## config.mk

```make
export PLATFORM = sky130hd
export DESIGN_NAME = wb_queue_flat
export DESIGN_NICKNAME = d
export VERILOG_FILES = /design/src/rtl/wb_queue_pkg.sv /design/src/rtl/wb_queue_if.sv /design/src/rtl/wb_queue_fwd_match.sv /design/src/rtl/wb_queue.sv /design/src/flat_wrapper.sv
export SDC_FILE = /design/constraint.sdc
export NUM_CORES = 1
export LEC_CHECK = 0
export ABC_AREA = 1
export BUFFER_PORTS_ARGS = -buffer_cell sky130_fd_sc_hd__buf_2
export CORE_UTILIZATION = 40
export DETAILED_ROUTE_END_ITERATION = 6
export PLACE_DENSITY = 0.63
export RECOVER_POWER = 100
export SLEW_MARGIN = 20
export SYNTH_ARGS = -nofsm -noshare
export SYNTH_HDL_FRONTEND = slang
export SYNTH_SLANG_ARGS = --single-unit
```

## constraint.sdc

```tcl
create_clock -name Clk -period 12.8 [get_ports Clk]
set_input_delay 1.92 -clock Clk [delete_from_list [all_inputs] [get_ports Clk]]
set_output_delay 1.92 -clock Clk [all_outputs]
set_load 0.03 [all_outputs]
```

## src/rtl/wb_queue_pkg.sv

```systemverilog
// wb_pkg: shared widths and the queue entry type for the writeback queue.
package wb_pkg;

  localparam int REG_IDX_W = 4;
  localparam int DATA_W    = 32;

  typedef struct packed {
    logic [REG_IDX_W-1:0] rd;
    logic [DATA_W-1:0]    data;
  } wb_entry_t;

endpackage

```

## src/rtl/wb_queue_if.sv

```systemverilog
// wb_queue_if: push side (ALU/load results, stall) and register-file write port.
interface wb_queue_if;
  import wb_pkg::*;

  logic                 alu_valid;
  logic [REG_IDX_W-1:0] alu_rd;
  logic [DATA_W-1:0]    alu_data;
  logic                 mem_valid;
  logic [REG_IDX_W-1:0] mem_rd;
  logic [DATA_W-1:0]    mem_data;
  logic                 stall;
  logic                 rf_ld;
  logic [REG_IDX_W-1:0] rf_c;
  logic [DATA_W-1:0]    rf_data;

  // Producer of results / consumer of the RF write port.
  modport master (
    output alu_valid, alu_rd, alu_data, mem_valid, mem_rd, mem_data,
    input  stall, rf_ld, rf_c, rf_data
  );

  // The queue itself.
  modport slave (
    input  alu_valid, alu_rd, alu_data, mem_valid, mem_rd, mem_data,
    output stall, rf_ld, rf_c, rf_data
  );

endinterface

```

## src/rtl/wb_queue_fwd_match.sv

```systemverilog
// wb_fwd_match: youngest-first search of the queued entries for one read port.
module wb_fwd_match
  import wb_pkg::*;
#(
  parameter int DEPTH = 4
) (
  input  wb_entry_t                  entries_i [DEPTH],
  input  logic [DEPTH-1:0]           valid_i,
  input  logic [$clog2(DEPTH)-1:0]   head_i,
  input  logic [REG_IDX_W-1:0]       sel_i,
  output logic                       hit_o,
  output logic [DATA_W-1:0]          data_o
);

  localparam int PW = $clog2(DEPTH);

  logic [PW-1:0] idx;

  // Walk from oldest (head) to youngest; later matches overwrite, so the youngest wins.
  always_comb begin
    hit_o  = 1'b0;
    data_o = '0;
    idx    = '0;
    for (int o = 0; o < DEPTH; o++) begin
      idx = head_i + PW'(o);
      if (valid_i[idx] && (entries_i[idx].rd == sel_i)) begin
        hit_o  = 1'b1;
        data_o = entries_i[idx].data;
      end
    end
  end

endmodule

```

## src/rtl/wb_queue.sv

```systemverilog
// wb_queue: in-order writeback queue feeding the single register-file write port.
// Optional feature: define WBQ_FWD_EN to build the per-read-port forwarding lookup;
// otherwise fwd_*_hit/fwd_*_data are tied to zero.
module wb_queue
  import wb_pkg::*;
#(
  parameter int DEPTH = 4
) (
  input  logic                     Clk,
  input  logic                     Rst_n,
  wb_queue_if.slave                wbq,
  input  logic [REG_IDX_W-1:0]     fwd_a_sel,
  output logic                     fwd_a_hit,
  output logic [DATA_W-1:0]        fwd_a_data,
  input  logic [REG_IDX_W-1:0]     fwd_b_sel,
  output logic                     fwd_b_hit,
  output logic [DATA_W-1:0]        fwd_b_data,
  output logic [$clog2(DEPTH):0]   count,
  output logic                     overflow
);

  localparam int PW = $clog2(DEPTH);
  localparam int CW = PW + 1;

  wb_entry_t     entries_q [DEPTH];
  logic [PW-1:0] head_q, head_d;
  logic [PW-1:0] tail_q, tail_d;
  logic [CW-1:0] count_q, count_d;
  logic          overflow_q, overflow_d;

  logic [CW-1:0] free_w;
  logic          pop;
  logic          push_mem;
  logic          push_alu;
  logic [PW-1:0] alu_slot;

  // Free space uses the current count: a slot popped this cycle is not reused until next cycle.
  assign free_w = CW'(DEPTH) - count_q;
  assign pop    = (count_q != '0);

  // Admission (mem is older, alu younger; drops are whole entries) and next-state pointers.
  always_comb begin
    push_mem   = 1'b0;
    push_alu   = 1'b0;
    alu_slot   = tail_q;
    overflow_d = overflow_q;
    if (wbq.mem_valid && wbq.alu_valid) begin
      if (free_w >= CW'(2)) begin
        push_mem = 1'b1;
        push_alu = 1'b1;
        alu_slot = tail_q + PW'(1);
      end else if (free_w == CW'(1)) begin
        push_mem   = 1'b1;
        overflow_d = 1'b1;
      end else begin
        overflow_d = 1'b1;
      end
    end else if (wbq.mem_valid) begin
      if (free_w != '0) push_mem = 1'b1;
      else              overflow_d = 1'b1;
    end else if (wbq.alu_valid) begin
      if (free_w != '0) push_alu = 1'b1;
      else              overflow_d = 1'b1;
    end
    tail_d  = tail_q + PW'(push_mem) + PW'(push_alu);
    head_d  = head_q + PW'(pop);
    count_d = count_q + CW'(push_mem) + CW'(push_alu) - CW'(pop);
  end

  // Pointer, occupancy and sticky-overflow state; reset empties the queue at once.
  always_ff @(posedge Clk or negedge Rst_n) begin
    if (!Rst_n) begin
      head_q     <= '0;
      tail_q     <= '0;
      count_q    <= '0;
      overflow_q <= 1'b0;
    end else begin
      head_q     <= head_d;
      tail_q     <= tail_d;
      count_q    <= count_d;
      overflow_q <= overflow_d;
    end
  end

  // Entry storage; contents are don't-care until written, so no reset.
  always_ff @(posedge Clk) begin
    if (push_mem) entries_q[tail_q]   <= '{rd: wbq.mem_rd, data: wbq.mem_data};
    if (push_alu) entries_q[alu_slot] <= '{rd: wbq.alu_rd, data: wbq.alu_data};
  end

  // RF write port is the head entry, gated so it reads zero when empty.
  assign wbq.rf_ld   = pop;
  assign wbq.rf_c    = pop ? entries_q[head_q].rd   : '0;
  assign wbq.rf_data = pop ? entries_q[head_q].data : '0;
  assign wbq.stall   = (count_q > CW'(DEPTH - 2));
  assign count       = count_q;
  assign overflow    = overflow_q;

`ifdef WBQ_FWD_EN
  logic [DEPTH-1:0] valid_w;

  // An entry is occupied when its distance from head is below the count.
  for (genvar gi = 0; gi < DEPTH; gi++) begin : g_valid
    logic [PW-1:0] age_w;
    assign age_w       = PW'(gi) - head_q;
    assign valid_w[gi] = (CW'(age_w) < count_q);
  end

  wb_fwd_match #(.DEPTH(DEPTH)) u_fwd_a (
    .entries_i (entries_q),
    .valid_i   (valid_w),
    .head_i    (head_q),
    .sel_i     (fwd_a_sel),
    .hit_o     (fwd_a_hit),
    .data_o    (fwd_a_data)
  );

  wb_fwd_match #(.DEPTH(DEPTH)) u_fwd_b (
    .entries_i (entries_q),
    .valid_i   (valid_w),
    .head_i    (head_q),
    .sel_i     (fwd_b_sel),
    .hit_o     (fwd_b_hit),
    .data_o    (fwd_b_data)
  );
`else
  logic unused_fwd_sel;
  assign unused_fwd_sel = ^{fwd_a_sel, fwd_b_sel};
  assign fwd_a_hit      = 1'b0;
  assign fwd_a_data     = '0;
  assign fwd_b_hit      = 1'b0;
  assign fwd_b_data     = '0;
`endif

endmodule

```

## src/flat_wrapper.sv

```systemverilog
// flat-port wrapper written by rule: the top's interface ports become plain ports
module wb_queue_flat import wb_pkg::*;
#(
  parameter int DEPTH = 4
)
  (Clk, Rst_n, fwd_a_sel, fwd_a_hit, fwd_a_data, fwd_b_sel, fwd_b_hit, fwd_b_data, count, overflow, wbq_alu_valid, wbq_alu_rd, wbq_alu_data, wbq_mem_valid, wbq_mem_rd, wbq_mem_data, wbq_stall, wbq_rf_ld, wbq_rf_c, wbq_rf_data);
  wb_queue_if wbq_i ();
  input  logic Clk;
  input  logic Rst_n;
  input  logic [REG_IDX_W-1:0] fwd_a_sel;
  output logic fwd_a_hit;
  output logic [DATA_W-1:0] fwd_a_data;
  input  logic [REG_IDX_W-1:0] fwd_b_sel;
  output logic fwd_b_hit;
  output logic [DATA_W-1:0] fwd_b_data;
  output logic [$clog2(DEPTH):0] count;
  output logic overflow;
  input wire logic [$bits(wbq_i.alu_valid)-1:0] wbq_alu_valid;
  input wire logic [$bits(wbq_i.alu_rd)-1:0] wbq_alu_rd;
  input wire logic [$bits(wbq_i.alu_data)-1:0] wbq_alu_data;
  input wire logic [$bits(wbq_i.mem_valid)-1:0] wbq_mem_valid;
  input wire logic [$bits(wbq_i.mem_rd)-1:0] wbq_mem_rd;
  input wire logic [$bits(wbq_i.mem_data)-1:0] wbq_mem_data;
  output wire logic [$bits(wbq_i.stall)-1:0] wbq_stall;
  output wire logic [$bits(wbq_i.rf_ld)-1:0] wbq_rf_ld;
  output wire logic [$bits(wbq_i.rf_c)-1:0] wbq_rf_c;
  output wire logic [$bits(wbq_i.rf_data)-1:0] wbq_rf_data;
  assign wbq_i.alu_valid = wbq_alu_valid;
  assign wbq_i.alu_rd = wbq_alu_rd;
  assign wbq_i.alu_data = wbq_alu_data;
  assign wbq_i.mem_valid = wbq_mem_valid;
  assign wbq_i.mem_rd = wbq_mem_rd;
  assign wbq_i.mem_data = wbq_mem_data;
  assign wbq_stall = wbq_i.stall;
  assign wbq_rf_ld = wbq_i.rf_ld;
  assign wbq_rf_c = wbq_i.rf_c;
  assign wbq_rf_data = wbq_i.rf_data;
  wb_queue #(.DEPTH(DEPTH)) u_core (.Clk(Clk), .Rst_n(Rst_n), .wbq(wbq_i), .fwd_a_sel(fwd_a_sel), .fwd_a_hit(fwd_a_hit), .fwd_a_data(fwd_a_data), .fwd_b_sel(fwd_b_sel), .fwd_b_hit(fwd_b_hit), .fwd_b_data(fwd_b_data), .count(count), .overflow(overflow));
endmodule
```

==> impl.org <==
** Status
- The run finished, with violations left.
- The final reports fail on design-rule violations, max-capacitance violations, max-slew violations.

** Worst hold path
- Worst Min Path Start :: u_core.overflow$_DFFE_PN0P_
- For hold timing, the worst endpoint is u_core.overflow$_DFFE_PN0P_.
- Along the worst hold path, the cell count comes to 2.
- Worst min-delay path class :: flop to flop

** Run
- Max-cap violations in this run came to 7.

** Power and ir drop
- In this run, the combinational gates consume 52.2% of the power.
- Across the VDD grid, the largest voltage drop is 0.000159 V.
- The design draws 2.84 mW.
- Static Leakage :: 4.20 nW
- The analysis attributes to net switching a power of 1.40 mW.
- Power density over the cells :: 285 nW/um^2
- The share of total power dissipated in the clock network is 17.5%.
- Switching part of the total power :: 49.2%
- In this run, flip-flops and latches consume 30.3% of the power.
- Internal power comes to 1.44 mW.

** Timing
- Setup repair after global routing left no endpoint under its margin.
- Max-slew headroom at the worst pin :: -186%
- Static timing analysis puts the maximum clock frequency at 119 MHz.
- Final worst path period share :: 65.8%
- Final Skew :: 0.00774 ns
- Setup total negative slack on the finished layout was measured at 0 ns.
- Number of slew-limit violations in the final report :: 308
- Setup violations remaining at the end of the flow were counted as 0.
- The number of failing hold endpoints at the final stage was 0.
- Tightest Pin Transition :: 4.29 ns
- The worst path in the final design needs a cycle of 8.42 ns, including I/O delays and setup.

** Final layout
- In the final layout, the multi-input gates occupy 3770 sq um.
- Fin nets :: 1,224
- Final design area excluding fillers :: 9940 sq um
- Fillers :: 2,142
- Synth-to-Final Area Change :: 9.33%
- End-of-flow core utilization :: 45.1%
- Most frequent cells in the layout :: 298 x sky130_fd_sc_hd__nand2_1, 147 x sky130_fd_sc_hd__nor2_1, 144 x sky130_fd_sc_hd__nand4_1, 144 x sky130_fd_sc_hd__edfxtp_1, 73 x sky130_fd_sc_hd__buf_2
- The finished layout holds 1,421 standard cells, fillers aside.
- Fraction of final layout cells with drive strength greater than 1 :: 10.9%
- Leaving out fill and tap cells, the most frequent cell in the layout is sky130_fd_sc_hd__nand2_1.
- Sequential Area :: 4530 sq um

** Drt
- Total via count after detailed routing :: 7,551
- Via density per instance :: 5.31
- DRC violations left :: 38
- Detailed Routing Iterations Pass 1 :: 7
- Detail-routed net length per standard cell :: 17.1 um
- Wire length after detailed routing :: 24,300 um
- Number of DRC markers after the initial detailed-route iteration :: 540
- Final ANT Viol Nets :: 0

** Synthesis
- Count of warnings emitted by yosys :: 0
- The netlist uses 30 different library cells.
- Share of the synthesized area in the top cell type :: 47.6%
- Proportion of synthesized chip area in sequential cells :: 49.8%
- In this run the mean area of a mapped cell was 8.55 sq um.
- Largest cells by area after synthesis :: sky130_fd_sc_hd__edfxtp_1 48%, sky130_fd_sc_hd__nand2_1 12%, sky130_fd_sc_hd__nand4_1 9.9%, sky130_fd_sc_hd__buf_4 6.2%, sky130_fd_sc_hd__nor2_1 6.1%
- Post-synthesis instance area :: 9090 sq um
- Cell type contributing the most total cell area after synthesis :: sky130_fd_sc_hd__edfxtp_1
- Cells after synthesis :: 1,063
- Post-synthesis sequential element count :: 152

** CTS
- Number of sinks handled by clock tree synthesis :: 152
- Maximum number of buffers from clock root to sink :: 2
- CTS Buf Count :: 17
- Post-CTS Hold Fix Bufs :: 0
- After clock tree synthesis, the setup repair step added 0 buffers.
- The clock tree synthesis step divided the H-tree into 4 levels.
- The clock reaches the later pin of the worst-skew pair after 0.42 ns.
- The root buffer cell chosen for the clock tree is sky130_fd_sc_hd__clkbuf_16.
- TritonCTS built the clock tree.
- In this run, post-CTS repair resized a total of 0 instances.
- Post-CTS clock slew at the launch and capture registers of the worst setup and hold paths :: 0.06 ns

** Setup path
- The worst setup path is captured at a flop.
- Startpoint of the worst setup timing path :: wbq_mem_valid
- The critical path in this run is classified as primary input to flop.
- The endpoint identified for the worst register-to-register timing path is u_core.entries_q[3][29]$_DFFE_PP_.
- STA classifies the critical path startpoint as a primary input.
- For the worst flop-to-flop path, the logic depth is 11.
- Reg-to-reg startpoint :: u_core.count[0]$_DFF_PN0_
- Setup slack on the worst flop-to-flop path :: 5.18 ns
- Along the worst path, the maximum fanout reaches 39.
- Arr. time, crit path :: 8.49 ns
- Worst EP required :: 12.87 ns

** Global routing
- The first global-routing pass estimated 38,000 um of wire.
- Entering global routing, the biggest net connects 104 pins.
- Vias in the first global route :: 7,149
- Antenna violations before repair :: 2
- Total congestion overflow :: 0
- Global routing consumed, over all layers together, 21.2% of the routing resources.

** Floorplan
- The floorplan has 54 rows.
- Vert. Die Dim :: 153 um
- In this run the horizontal extent of the chip is 153 um.
- Pin placement for this block handled 192 I/O pins.
- Floorplan die area :: 23,300 sq um
- Starting density of the core :: 41.3%
- Core ar. :: 22,000 sq um

** Placement
- Detailed placement ended at an HPWL of 13,900 um.
- Counting tap cells, the placed design contains a total of 1,386 instances.
- DP Area :: 9470 sq um
- Number of port buffers :: 117
- The congestion estimate from routability-driven global placement came to 0.753.
[layer usage]
layer / track usage [%] / part of all wire [%]
met1: 26.1 / 42
met2: 36.9 / 50
met3: 3.47 / 5.9
met4: 8.95 / 2.2
met5: 0 / 0
[sequential cells by signal (all words and copies together), names as in the netlist]
| signal | count |
|---|---|
| u_core.head_q | 2 |
| u_core.entries_q | 144 |
| u_core.overflow | 1 |
| u_core.count | 3 |
| u_core.tail_q | 2 |
[layout make-up]
class                           instances  area share [%]
Clock inverter                         14            1.60
Clock buffer                           17            4.28
Antenna cell                            4           0.101
Tap cell                              280            3.53
Inverter                               21           0.818
Timing Repair Buffer                  130            6.21
Sequential cell                       152            45.5
Multi-Input combinational cell        803            37.9
[critical path, cell delays in order]
cell and delay (ns):
sky130_fd_sc_hd__clkbuf_1 0.12, sky130_fd_sc_hd__nand2_1 0.14, sky130_fd_sc_hd__clkinvlp_2 0.25, sky130_fd_sc_hd__nand2_1 0.27, sky130_fd_sc_hd__nand2_1 0.08, sky130_fd_sc_hd__nand2_1 1.07, sky130_fd_sc_hd__clkbuf_1 1.33, sky130_fd_sc_hd__nand3_1 1.93
sky130_fd_sc_hd__o21ai_4 0.84, sky130_fd_sc_hd__buf_4 0.51
[through the flow]
step,hold slack [ns],setup WS [ns]
3_5_place_dp,0.459,6.80
2_1_floorplan,0.461,7.38
6_report,0.482,4.38
4_1_cts,0.477,7.24
3_3_place_gp,0.449,6.75
5_1_grt,0.518,3.86
[cell usage after synthesis]
library cell	n
sky130_fd_sc_hd__nand3_1	5
sky130_fd_sc_hd__inv_1	17
sky130_fd_sc_hd__buf_4	75
sky130_fd_sc_hd__nor2_1	147
sky130_fd_sc_hd__xnor2_1	3
sky130_fd_sc_hd__inv_2	1
sky130_fd_sc_hd__conb_1	1
sky130_fd_sc_hd__o21bai_1	1
sky130_fd_sc_hd__ha_1	13
sky130_fd_sc_hd__buf_6	6
sky130_fd_sc_hd__nand2_4	2
sky130_fd_sc_hd__clkinv_1	2
sky130_fd_sc_hd__nand3_4	3
sky130_fd_sc_hd__buf_2	46
sky130_fd_sc_hd__nand2_2	3
sky130_fd_sc_hd__a21oi_1	37
sky130_fd_sc_hd__o31ai_1	1
sky130_fd_sc_hd__buf_1	8
sky130_fd_sc_hd__nand4_1	144
sky130_fd_sc_hd__o21ai_0	66
sky130_fd_sc_hd__xor2_1	1
sky130_fd_sc_hd__dfrtp_1	8
sky130_fd_sc_hd__o21ai_1	10
sky130_fd_sc_hd__fa_1	2
sky130_fd_sc_hd__o22ai_1	1
sky130_fd_sc_hd__nand3_2	2
sky130_fd_sc_hd__clkinv_2	1
sky130_fd_sc_hd__edfxtp_1	144
sky130_fd_sc_hd__clkbuf_1	17
sky130_fd_sc_hd__nand2_1	296
[how the worst max path moves through the flow]
stage,endpoint,slack [ns],depth (start not counted)
after floorplan,u_core.entries_q[1][0]$_DFFE_PP_,7.38,6
after global placement,u_core.entries_q[3][26]$_DFFE_PP_,6.75,10
after detailed placement,u_core.entries_q[3][15]$_DFFE_PP_,6.80,10
after CTS,u_core.entries_q[3][16]$_DFFE_PP_,7.24,10
after global routing,u_core.entries_q[0][23]$_DFFE_PP_,3.86,9
final,u_core.entries_q[3][29]$_DFFE_PP_,4.38,10
[kinds of logic after synthesis]
family / after synthesis / share of synthesized area, %
buf+inv: 173 / 11.4
simple gates: 602 / 29.7
flops: 152 / 49.8
fa+ha+maj: 15 / 2.23
other cells: 1 / 0.0413
xor+xnor: 4 / 0.385
compound gates: 116 / 6.46
[power groups by stage]
| stage | Sequential, mW | Clock [mW] | Combinational [mW] |
|---|---|---|---|
| floorplan | 0.882 | 0 | 1.12 |
| global placement | 0.861 | 0 | 1.51 |
| detailed placement | 0.866 | 0 | 1.53 |
| CTS | 0.856 | 0.501 | 1.53 |
| global route | 0.875 | 0.525 | 1.63 |
| finish | 0.859 | 0.496 | 1.48 |
Power figures use the tool's default switching activity.
